**src/rtl/la_readout_streamer.sv**
```systemverilog
`default_nettype none
// ============================================================================
//  Module      : la_readout_streamer
//  Description : Readout side of the logic-analyzer capture buffer. When the
//                analyzer's capture-complete level rises, every entry of the
//                buffer is copied into a local snapshot. The snapshot is then
//                streamed one word per valid/ready handshake, followed by a
//                final word holding the XOR of all streamed entries.
//                Captures that complete while a frame is still in flight are
//                dropped and counted in a saturating overrun counter.
//  Revision    : 1.0 - initial release
// ----------------------------------------------------------------------------
//  Ports
//    clk           : single clock, rising edge
//    rst           : synchronous active-high reset
//    capture_done  : analyzer capture-complete level (0->1 = new capture)
//    entries_in    : capture buffer, LA_NUM_ENTRY+1 words of LA_ENTRY_LENGTH
//    out_data      : stream word
//    out_valid     : out_data valid
//    out_ready     : downstream accepts the word when valid && ready
//    out_first     : marks the entry-0 word
//    out_last      : marks the checksum word (end of frame)
//    busy          : a frame is being streamed
//    overrun_cnt   : number of captures dropped while busy (saturating)
// ============================================================================
module la_readout_streamer #(
    parameter int LA_ENTRY_LENGTH = 16,
    parameter int LA_NUM_ENTRY    = 15,
    parameter int OVR_CNT_W       = 8
) (
    input  logic                                         clk,
    input  logic                                         rst,
    input  logic                                         capture_done,
    input  logic [LA_NUM_ENTRY:0][LA_ENTRY_LENGTH-1:0]   entries_in,
    output logic [LA_ENTRY_LENGTH-1:0]                   out_data,
    output logic                                         out_valid,
    input  logic                                         out_ready,
    output logic                                         out_first,
    output logic                                         out_last,
    output logic                                         busy,
    output logic [OVR_CNT_W-1:0]                         overrun_cnt
);

    localparam int                   IDX_W      = (LA_NUM_ENTRY > 0) ? $clog2(LA_NUM_ENTRY + 1) : 1;
    localparam logic [IDX_W-1:0]     C_LAST_IDX = IDX_W'(LA_NUM_ENTRY);
    localparam logic [OVR_CNT_W-1:0] C_OVR_MAX  = '1;

    typedef enum logic [1:0] {
        S_IDLE   = 2'd0,
        S_STREAM = 2'd1,
        S_CSUM   = 2'd2
    } state_t;

    state_t                                     r_state;
    state_t                                     w_state_nxt;

    logic                                       r_capture_done_q;
    logic [LA_NUM_ENTRY:0][LA_ENTRY_LENGTH-1:0] r_snap;
    logic [IDX_W-1:0]                           r_index;
    logic [LA_ENTRY_LENGTH-1:0]                 r_csum;
    logic [OVR_CNT_W-1:0]                       r_overrun_cnt;

    logic                                       w_start;
    logic                                       w_accept_start;
    logic                                       w_stream_hs;

    // The edge-detect register resets to 1 so that a capture_done level that
    // is already high when reset releases is not mistaken for a new capture.
    assign w_start        = capture_done && !r_capture_done_q;
    assign w_accept_start = w_start && (r_state == S_IDLE);
    assign w_stream_hs    = (r_state == S_STREAM) && out_ready;

    assign overrun_cnt    = r_overrun_cnt;

    // ------------------------------------------------------------------------
    // State register
    // ------------------------------------------------------------------------
    always_ff @(posedge clk) begin
        if (rst) begin
            r_state <= S_IDLE;
        end else begin
            r_state <= w_state_nxt;
        end
    end

    // ------------------------------------------------------------------------
    // Next state and stream outputs. Outputs decode directly from registered
    // state, so they stay stable for as long as the state does, which is
    // exactly until the handshake that moves the frame forward.
    // ------------------------------------------------------------------------
    always_comb begin
        w_state_nxt = r_state;
        out_valid   = 1'b0;
        out_first   = 1'b0;
        out_last    = 1'b0;
        out_data    = '0;
        busy        = (r_state != S_IDLE);

        case (r_state)
            S_IDLE: begin
                if (w_start) begin
                    w_state_nxt = S_STREAM;
                end
            end

            S_STREAM: begin
                out_valid = 1'b1;
                out_data  = r_snap[r_index];
                out_first = (r_index == '0);
                if (out_ready) begin
                    w_state_nxt = (r_index == C_LAST_IDX) ? S_CSUM : S_STREAM;
                end
            end

            S_CSUM: begin
                out_valid = 1'b1;
                out_data  = r_csum;
                out_last  = 1'b1;
                if (out_ready) begin
                    w_state_nxt = S_IDLE;
                end
            end

            default: begin
                w_state_nxt = S_IDLE;
            end
        endcase
    end

    // ------------------------------------------------------------------------
    // Datapath: edge detect, snapshot, index, running checksum
    // ------------------------------------------------------------------------
    always_ff @(posedge clk) begin
        if (rst) begin
            r_capture_done_q <= 1'b1;
            r_index          <= '0;
            r_csum           <= '0;
        end else begin
            r_capture_done_q <= capture_done;

            if (w_accept_start) begin
                r_index <= '0;
                r_csum  <= '0;
            end else if (w_stream_hs) begin
                // The checksum accumulates exactly the words the consumer took,
                // so by the time the CSUM state is reached it covers all entries.
                r_csum <= r_csum ^ r_snap[r_index];
                if (r_index != C_LAST_IDX) begin
                    r_index <= r_index + 1'b1;
                end
            end
        end
    end

    // The snapshot needs no reset: it is only read after a start has loaded it.
    always_ff @(posedge clk) begin
        if (w_accept_start && !rst) begin
            r_snap <= entries_in;
        end
    end

    // ------------------------------------------------------------------------
    // Overrun counter: a start seen in any non-idle state (including the cycle
    // of the final checksum handshake) is dropped and counted.
    // ------------------------------------------------------------------------
    always_ff @(posedge clk) begin
        if (rst) begin
            r_overrun_cnt <= '0;
        end else if (w_start && (r_state != S_IDLE) && (r_overrun_cnt != C_OVR_MAX)) begin
            r_overrun_cnt <= r_overrun_cnt + 1'b1;
        end
    end

endmodule
`default_nettype wire

```
**config.mk**
```make
export PLATFORM = sky130hd
export DESIGN_NAME = la_readout_streamer
export DESIGN_NICKNAME = d
export VERILOG_FILES = /design/src/rtl/la_readout_streamer.sv
export SDC_FILE = /design/constraint.sdc
export NUM_CORES = 1
export LEC_CHECK = 0
export CELL_PAD_IN_SITES_DETAIL_PLACEMENT = 1
export CELL_PAD_IN_SITES_GLOBAL_PLACEMENT = 1
export CORE_ASPECT_RATIO = 0.9
export CORE_MARGIN = 4
export CORE_UTILIZATION = 25
export DETAILED_ROUTE_END_ITERATION = 8
export PLACE_DENSITY_LB_ADDON = 0.05
export REMOVE_ABC_BUFFERS = 1
export SYNTH_ARGS = -nofsm -noshare
export SYNTH_HDL_FRONTEND = slang
export SYNTH_SLANG_ARGS = --single-unit
```
**constraint.sdc**
```tcl
create_clock -name clk -period 21.3 [get_ports clk]
set_input_delay 2.13 -clock clk [delete_from_list [all_inputs] [get_ports clk]]
set_output_delay 2.13 -clock clk [all_outputs]
set_load 0.03 [all_outputs]
```
## Word level (Yosys, flattened, before mapping)

Index checks and enable logic that the tools add are counted.

| storage, ports and cells | value |
|---|---|
| register bits after elaboration | 287 |
| logic and storage cells | 59 |

| operators by class | value |
|---|---|
| add/subtract/negate cells | 2 |
| $lt $le $gt $ge | 1 |
| equality and inequality tests | 8 |
| mux-type cells | 11 |
| bitwise gates (word level) | 1 |
| reduce and logical (&&, ||, !) cells | 15 |

Operator list:

| cell | count |
|---|---|
| $bmux W16 S4 | 1 |
| $pmux W16 S2 | 1 |
| $mux W16 | 1 |
| $xor A16 B16 Y16 | 1 |
| $add A8 B1 Y8 const B | 1 |
| $mux W2 | 4 |
| $ne A8 B8 Y1 const B | 1 |
| $logic_and A1 B1 Y1 | 6 |
| $ne A2 B2 Y1 const B | 3 |
| $pmux W2 S3 | 1 |
| $lt A4 B5 Y1 const B | 1 |
| $add A4 B1 Y4 const B | 1 |
| $eq A4 B4 Y1 const B | 1 |
| $logic_not A4 Y1 | 1 |
| $ne A4 B4 Y1 const B | 1 |
| $reduce_or A2 Y1 | 2 |
| $mux W1 | 3 |
| $reduce_and A3 Y1 | 1 |
| $eq A2 B1 Y1 const B | 1 |
| $eq A2 B2 Y1 const B | 1 |
| $logic_not A1 Y1 | 2 |
| $logic_not A2 Y1 | 1 |
| $reduce_and A2 Y1 | 1 |
| $reduce_bool A2 Y1 | 1 |

## Depth between registers and ports, before layout

Gate-level depths: netlist (run 1).

| logic depth | value |
|---|---|
| word-level depth | 4 |
| depth in mapped cells | 8 |
| depth with buffers taken out | 6 |

## Least setup slack after synthesis (run 1)

OpenSTA, ideal clock, no wires.

| timing path | value |
|---|---|
| path kind | in2reg |
| from | input capture_done |
| to | register r_snap[0] (netlist name) (enable) |
| setup time | 0.877 ns |
| data arrival time | 13.007 ns |
| data required time | 20.423 ns |
| path slack | 7.417 ns |
| cell stages on the path | 3 |
| buffers on the path | 0 |
| path through | nor2b_1 -> nand2_1 -> nor2_1 |

| between the ends | value |
|---|---|
| cells in the longest elaborated chain, start to end | 3 |

Ends and longest elaborated chain:

| what | line | source |
|---|---|---|
| start: declaration | 33 | `input logic capture_done,` |
| $logic_and A1 B1 Y1 | 69 | `assign w_start = capture_done && !r_capture_done_q;` |
| $logic_and A1 B1 Y1 | 70 | `assign w_accept_start = w_start && (r_state == S_IDLE);` |
| $logic_and A1 B1 Y1 | 157 | `if (w_accept_start && !rst) begin` |
| end signal: assignment | 158 | `r_snap <= entries_in;` |
| end: declaration | 58 | `logic [LA_NUM_ENTRY:0][LA_ENTRY_LENGTH-1:0] r_snap;` |

No other way between the ends.
A chain may end at the register's enable or synchronous reset.

## Worst setup path after layout (run 1)

| timing path | value |
|---|---|
| from | register r_index[1] |
| to | output out_data[14] |

| between the ends | value |
|---|---|
| cells in the longest elaborated chain, start to end | 3 |

Ends and longest elaborated chain:

| what | line | source |
|---|---|---|
| start: declaration | 59 | `logic [IDX_W-1:0] r_index;` |
| start signal: assignment | 149 | `r_index <= r_index + 1'b1;` |
| $bmux W16 S4 | 108 | `out_data = r_snap[r_index];` |
| $mux W16 (implied by the code) | 108 |  |
| $pmux W16 S2 | 99 | `case (r_state)` |
| end: declaration | 35 | `output logic [LA_ENTRY_LENGTH-1:0] out_data,` |

No other way between the ends. The select of a mux whose other input is x is not followed.

==> flow_summary.toml, run 1 <==
[outcome]
status = "complete, no violations"

[route]
drtIter0Drc = 402
routedWlPerCell_um = 23.0
antenna_left = 0
drt_wl_total_um = 35200
via_per_inst = 4.45
route.detailed.drc = 0
firstDrtPassIters = 5
vias = 6809

[clocking]
cts_sinks = 287
clockRootBuffer = "clkbuf_16"
post-cts-setup-buffers = 0
cts.repair.resized = 0
cts_buffers = 36
cts_tree = "done"
clk_pin_slew_ns = 0.05
worstSkewPairLatency_ns = 0.53
htree_levels = 2
clk_path_buf_depth = 3
cts.hold.buffers_added = 0

[sta]
tightest_slew_ns = 1.12
hold_viol_final = 0
rsz0062_at_grt = "false"
fin_crit_ns = 5.96
fin_worst_skew_ns = 0.00794
finalSetupViolations = 0
final.setup.worst_slack_ns = 15.34
drv_slew = 0
timing.slew.headroom_pct = 25.1
fin_hold_ws_ns = 0.481
max_freq_mhz = 168
fin_crit_sh_pct = 28.0
finalSetupTns_ns = 0

[worst_setup_path]
required_ns = 19.17
crit_chain = "buf_4, mux4_2, mux2_2, a221o_1, clkdlybuf4s50_1"
critPathSlowestCell = "dfxtp_4"
cp-start-kind = "flop"
cp-end-kind = "output port"
worst-path-buf-inv = 2
crit_family = "buffers and inverters"
reg2reg_to = "r_csum[4]"
rr_startpoint = "r_index[1]"
reg2regPathDepth = 5
worstSetupPathType = "reg2out"
path_max_fanout = 38
ff2ff_setup_slack_ns = 18.28
crit_arrival_ns = 3.83
cp_slowest_stage_delay_ns = 0.73

[logic_synthesis]
yosysWarnings = 0
ys_ff_latch = 287
synth_edf_count = 256
avgSynthCellArea_sq_um = 19.3
synth-seq-area-share_pct = 72.5
synthArstFlopShare_pct = 0
postSynthCellCount = 593
syn_area_sq_mm = 0.0115
synthDistinctLibCells = 37
ys.flop_type = "edfxtp_1"

[layout]
fillers = 4591
finalInstanceArea_sq_mm = 0.0161
syn2layout_area_growth_pct = 40.9
fin_nets = 1160
multi_input_area_sq_mm = 0.00302
final_core_util_pct = 35.6
seq_area_sq_mm = 0.00832
drive_gt1_share_pct = 15.9

[worst_hold_path]
worstHoldEndpoint = "r_csum[6]"
worstHoldStart = "r_csum[6]"
hp-class = "reg2reg"
hold_depth = 2

[power]
switchingPower_uw = 280
pwr-share-clk_pct = 43.2
powerDensity_mw_per_mm2 = 81.2
p_sw_share_pct = 21.4
p_int_mw = 1.03
combPwrFrac_pct = 8.2
power.leakage_nw = 5.20
pwr-share-seq_pct = 48.5
vdd_drop_max_uv = 40.1

[die]
initial_core_util_pct = 25.3
coreArea_sq_mm = 0.0454
die_w_um = 234
io-pin-count = 288
die_h_um = 211
rows = 74
die_area_sq_mm = 0.0493

[grt]
grt_max_degree = 81
grt_overflow = 0
grt_usage_pct = 14.2
grt_pass1_vias = 7785
grt_pass1_wl_um = 51100
antenna_found_initial = 3

[placed_design]
gp_congestion = 0.747
io_buffer_count = 287
pre_cts_slack_ns = 15.78
dpl_cell_area_sq_mm = 0.0151
hpwl_um = 23900

[run]
cap_violations = 0
## layer usage
metal,up-vias,GRT usage [%],wire (um)
met5,-,0,31
met4,4,4.88,847
met3,53,3.32,2500
met2,247,22.8,16900
met1,3460,19.0,14900
li1,3045,-,-
## power groups by stage
stage,Sequential [mW],Clock (mW),Combinational (mW)
final,0.636,0.567,0.108
after global routing,0.638,0.618,0.116
after CTS,0.637,0.593,0.111
after detailed placement,0.649,0,0.110
after global placement,0.648,0,0.109
after floorplan,0.651,0,0.0389
## logic make-up (layout without fill, tap and decap cells)
group           Yosys count  count (layout)  synth area share, %
mux                     113             113                 17.0
fa+ha+maj                 6               6                0.655
buf+inv                  38             365                 1.43
other cells               0               1                    0
simple gates             94              94                 4.05
flops                   287             287                 72.5
compound gates           46              46                 3.62
xor+xnor                  9               9                0.688
## worst max path at each step
stage               slack [ns]  depth (start not counted)         start            to
floorplan                 7.42                          3  capture_done     r_snap[0]
global placement         15.78                          5    r_index[1]  out_data[14]
detailed placement       15.78                          5    r_index[1]  out_data[14]
CTS                      15.18                          5    r_index[1]  out_data[14]
global route             15.09                          5    r_index[1]  out_data[14]
finish                   15.34                          5    r_index[1]  out_data[14]
## synthesized netlist by cell type (2+ instances only)
master,instances,area [sq um]
nand2b_1,18,113
o211ai_1,2,15.0
a222oi_1,16,160
buf_4,3,22.5
mux4_2,64,1440
buf_2,8,40.0
and3_1,3,18.8
nor3b_1,3,22.5
o2111ai_1,3,26.3
xnor2_1,2,17.5
nor2_1,31,116
nand2_1,21,78.8
nor2b_1,2,12.5
clkbuf_1,14,52.6
a21oi_1,3,15.0
and2_1,3,18.8
ha_1,6,75.1
a221o_1,16,160
and3b_1,2,17.5
dfxtp_1,31,621
nand3_1,5,25.0
xor2_1,7,61.3
inv_1,4,15.0
buf_1,8,30.0
edfxtp_1,256,7690
nor3_1,2,10.0
o21ai_0,3,15.0
mux2i_1,33,330
mux2_2,16,180
## tightest hold or removal path, stage by stage (launching register included)
cell     delay, ns
dfxtp_1       0.32
nand2_1       0.06
mux2i_1       0.06
## through the flow
stage	instances	total power, mW
final	1529	1.31
after floorplan	560	0.690
after detailed placement	1464	0.759
after global routing	1529	1.37
after global placement	1464	0.757
after CTS	1528	1.34
## layout make-up
| type | count | area share (%) |
|---|---|---|
| Sequential cell | 287 | 51.5 |
| Multi-Input combinational cell | 268 | 18.7 |
| Timing Repair Buffer | 296 | 18.2 |
| Clock buffer | 51 | 6.18 |
| Tap cell | 608 | 4.71 |
| Clock inverter | 13 | 0.519 |
| Inverter | 5 | 0.116 |
| Antenna cell | 1 | 0.0155 |
## flip-flops by register name (all words and copies together), names as in the netlist
register	count
overrun_cnt	8
r_snap	256
r_capture_done_q	1
r_csum	16
r_state	2
r_index	4
## placed cells by master (no fill, tap or decap), drive strengths merged, types with 6 or more instances in the layout
master           n
a221o           16
a222oi          16
buf              9
clkbuf          51
clkdlybuf4s50  287
clkinv          12
dfxtp           31
edfxtp         256
ha               6
mux2            16
mux2i           33
mux4            64
nand2           21
nand2b          18
nor2            31
xor2             7
(Power assumes the default switching activity.)
==> run 2: changes to the inputs <==
==> constraint.sdc (replaced) <==
create_clock -name clk -period 5.5 [get_ports clk]
set_input_delay 0.55 -clock clk [delete_from_list [all_inputs] [get_ports clk]]
set_output_delay 0.55 -clock clk [all_outputs]
set_load 0.03 [all_outputs]
==> run 2 against run 1 <==
  * Global-route usage shrank 0.15 points
  * Largest power group unchanged
  * Worst hold slack lost 0.0065 ns
  * Clock skew is essentially flat
  * Critical path type unchanged
  * Sequential power grew to 3.9 times the previous value
==> flow_summary.toml, run 2 (synthesis gave the netlist of run 1 again) <==
[outcome]
status = "complete, no violations"

[die]
die_w_um = 234
die_h_um = 211
die_area_sq_mm = 0.0493
initial_core_util_pct = 25.3
io-pin-count = 288
coreArea_sq_mm = 0.0454
rows = 74

[layout]
fin_nets = 1161
syn2layout_area_growth_pct = 41.4
final_core_util_pct = 35.7
largest_reg_flops = 256
layout_commonest_cell = "clkdlybuf4s50_1"
drive_gt1_share_pct = 16.2
final_cell_mix = "287 x clkdlybuf4s50_1, 256 x edfxtp_1, 64 x mux4_2"
regMostFlops = "r_snap"
num_antenna_cells = 0

[placed_design]
pre_cts_slack_ns = 1.96
hpwl_um = 24100
gp_congestion = 0.710
io_buffer_count = 287

[clocking]
worstSkewPairLatency_ns = 0.53
cts.hold.buffers_added = 0
cts.repair.resized = 0
clk_pin_slew_ns = 0.06
clk_path_buf_depth = 3
clockRootBuffer = "clkbuf_16"
htree_levels = 2
cts_tree = "done"
cts_buffers = 34
cts_sinks = 287
post-cts-setup-buffers = 0

[sta]
fin_crit_sh_pct = 73.5
fin_crit_ns = 4.04
drv_slew = 0
rsz0062_at_grt = "false"
fin_hold_ws_ns = 0.475
tightest_slew_ns = 1.07
fin_worst_skew_ns = 0.00790
timing.slew.headroom_pct = 28.1
max_freq_mhz = 247
final.setup.worst_slack_ns = 1.46
finalSetupViolations = 0
hold_viol_final = 0

[grt]
grt_max_degree = 81
grt_pass1_wl_um = 50600
grt_usage_pct = 14.0
antenna_found_initial = 4
grt_overflow = 0
grt_pass1_vias = 7879

[worst_setup_path]
path_max_fanout = 39
worstSetupPathType = "reg2out"
required_ns = 4.95
critPathSlowestCell = "dfxtp_4"
cp-start-kind = "flop"
cp-end-kind = "output port"
crit_family = "buffers and inverters"
crit_chain = "buf_12, mux4_2, mux2_2, a221o_1, clkdlybuf4s50_1"
worst-path-buf-inv = 2
cp_slowest_stage_delay_ns = 0.87
crit_arrival_ns = 3.49

[power]
powerDensity_mw_per_mm2 = 311
power.leakage_nw = 5.22
vdd_drop_max_uv = 167

[route]
route.detailed.drc = 0
via_per_inst = 4.47
vias = 6820
drtIter0Drc = 326
antenna_left = 0
routedWlPerCell_um = 22.8
drt_wl_total_um = 34800
firstDrtPassIters = 5

[run]
cap_violations = 0

[worst_hold_path]
hp-class = "reg2reg"
run 2: worst min-delay path: cells and delay by family, from the launching register on:
family / cells / cell delay, ns
multiplexers: 1 / 0.05
flip-flops: 1 / 0.32
AND/OR/NAND/NOR: 1 / 0.05
run 2: worst paths after layout:
path                                 start            to  slack (ns)  depth (start not counted)
worst max-delay path            r_index[1]  out_data[14]        1.46                          5
worst min-delay path             r_csum[8]     r_csum[8]        0.47                          2
worst max register to register  r_state[1]     r_csum[4]        2.70                          7
worst min register to register   r_csum[8]     r_csum[8]        0.47                          2
run 2: power by group:
group | total (mW) | internal (mW) | switching [mW] | leakage (nW)
clock network | 2.16 | 1.30 | 0.866 | 0.525
logic | 0.418 | 0.257 | 0.160 | 2.12
registers | 2.46 | 2.43 | 0.0341 | 2.57
total | 5.04 | 3.98 | 1.06 | 5.22
run 2: final cells by class:
cell class                      instances  area, sq um
Clock buffer                           48          987
Clock inverter                         12         82.6
Fill cell                            4618        29200
Inverter                                5         18.8
Multi-Input combinational cell        268         3020
Sequential cell                       287         8320
Tap cell                              608          761
Timing Repair Buffer                  299         3010
run 2: through the flow:
stage                     area [sq um]  TNS [ns]  total power, mW  std cells
after detailed placement         15100         0             2.94       1467
final                            16200         0             5.04       1527
after floorplan                  11300  -1741.70             2.67        560
after global placement           15100         0             2.93       1467
after global routing             16200         0             5.26       1527
after CTS                        16200         0             5.15       1527
run 2: routing by layer:
metal | track usage (%) | part of all wire, % | vias to the layer above | wire length (um)
met4 | 4.22 | 2.2 | 8 | 760
met2 | 23.1 | 48 | 201 | 16800
met3 | 3.78 | 6.1 | 54 | 2120
met1 | 18.2 | 43 | 3503 | 15100
li1 | - | - | 3054 | -
met5 | 0 | 0.16 | - | 57
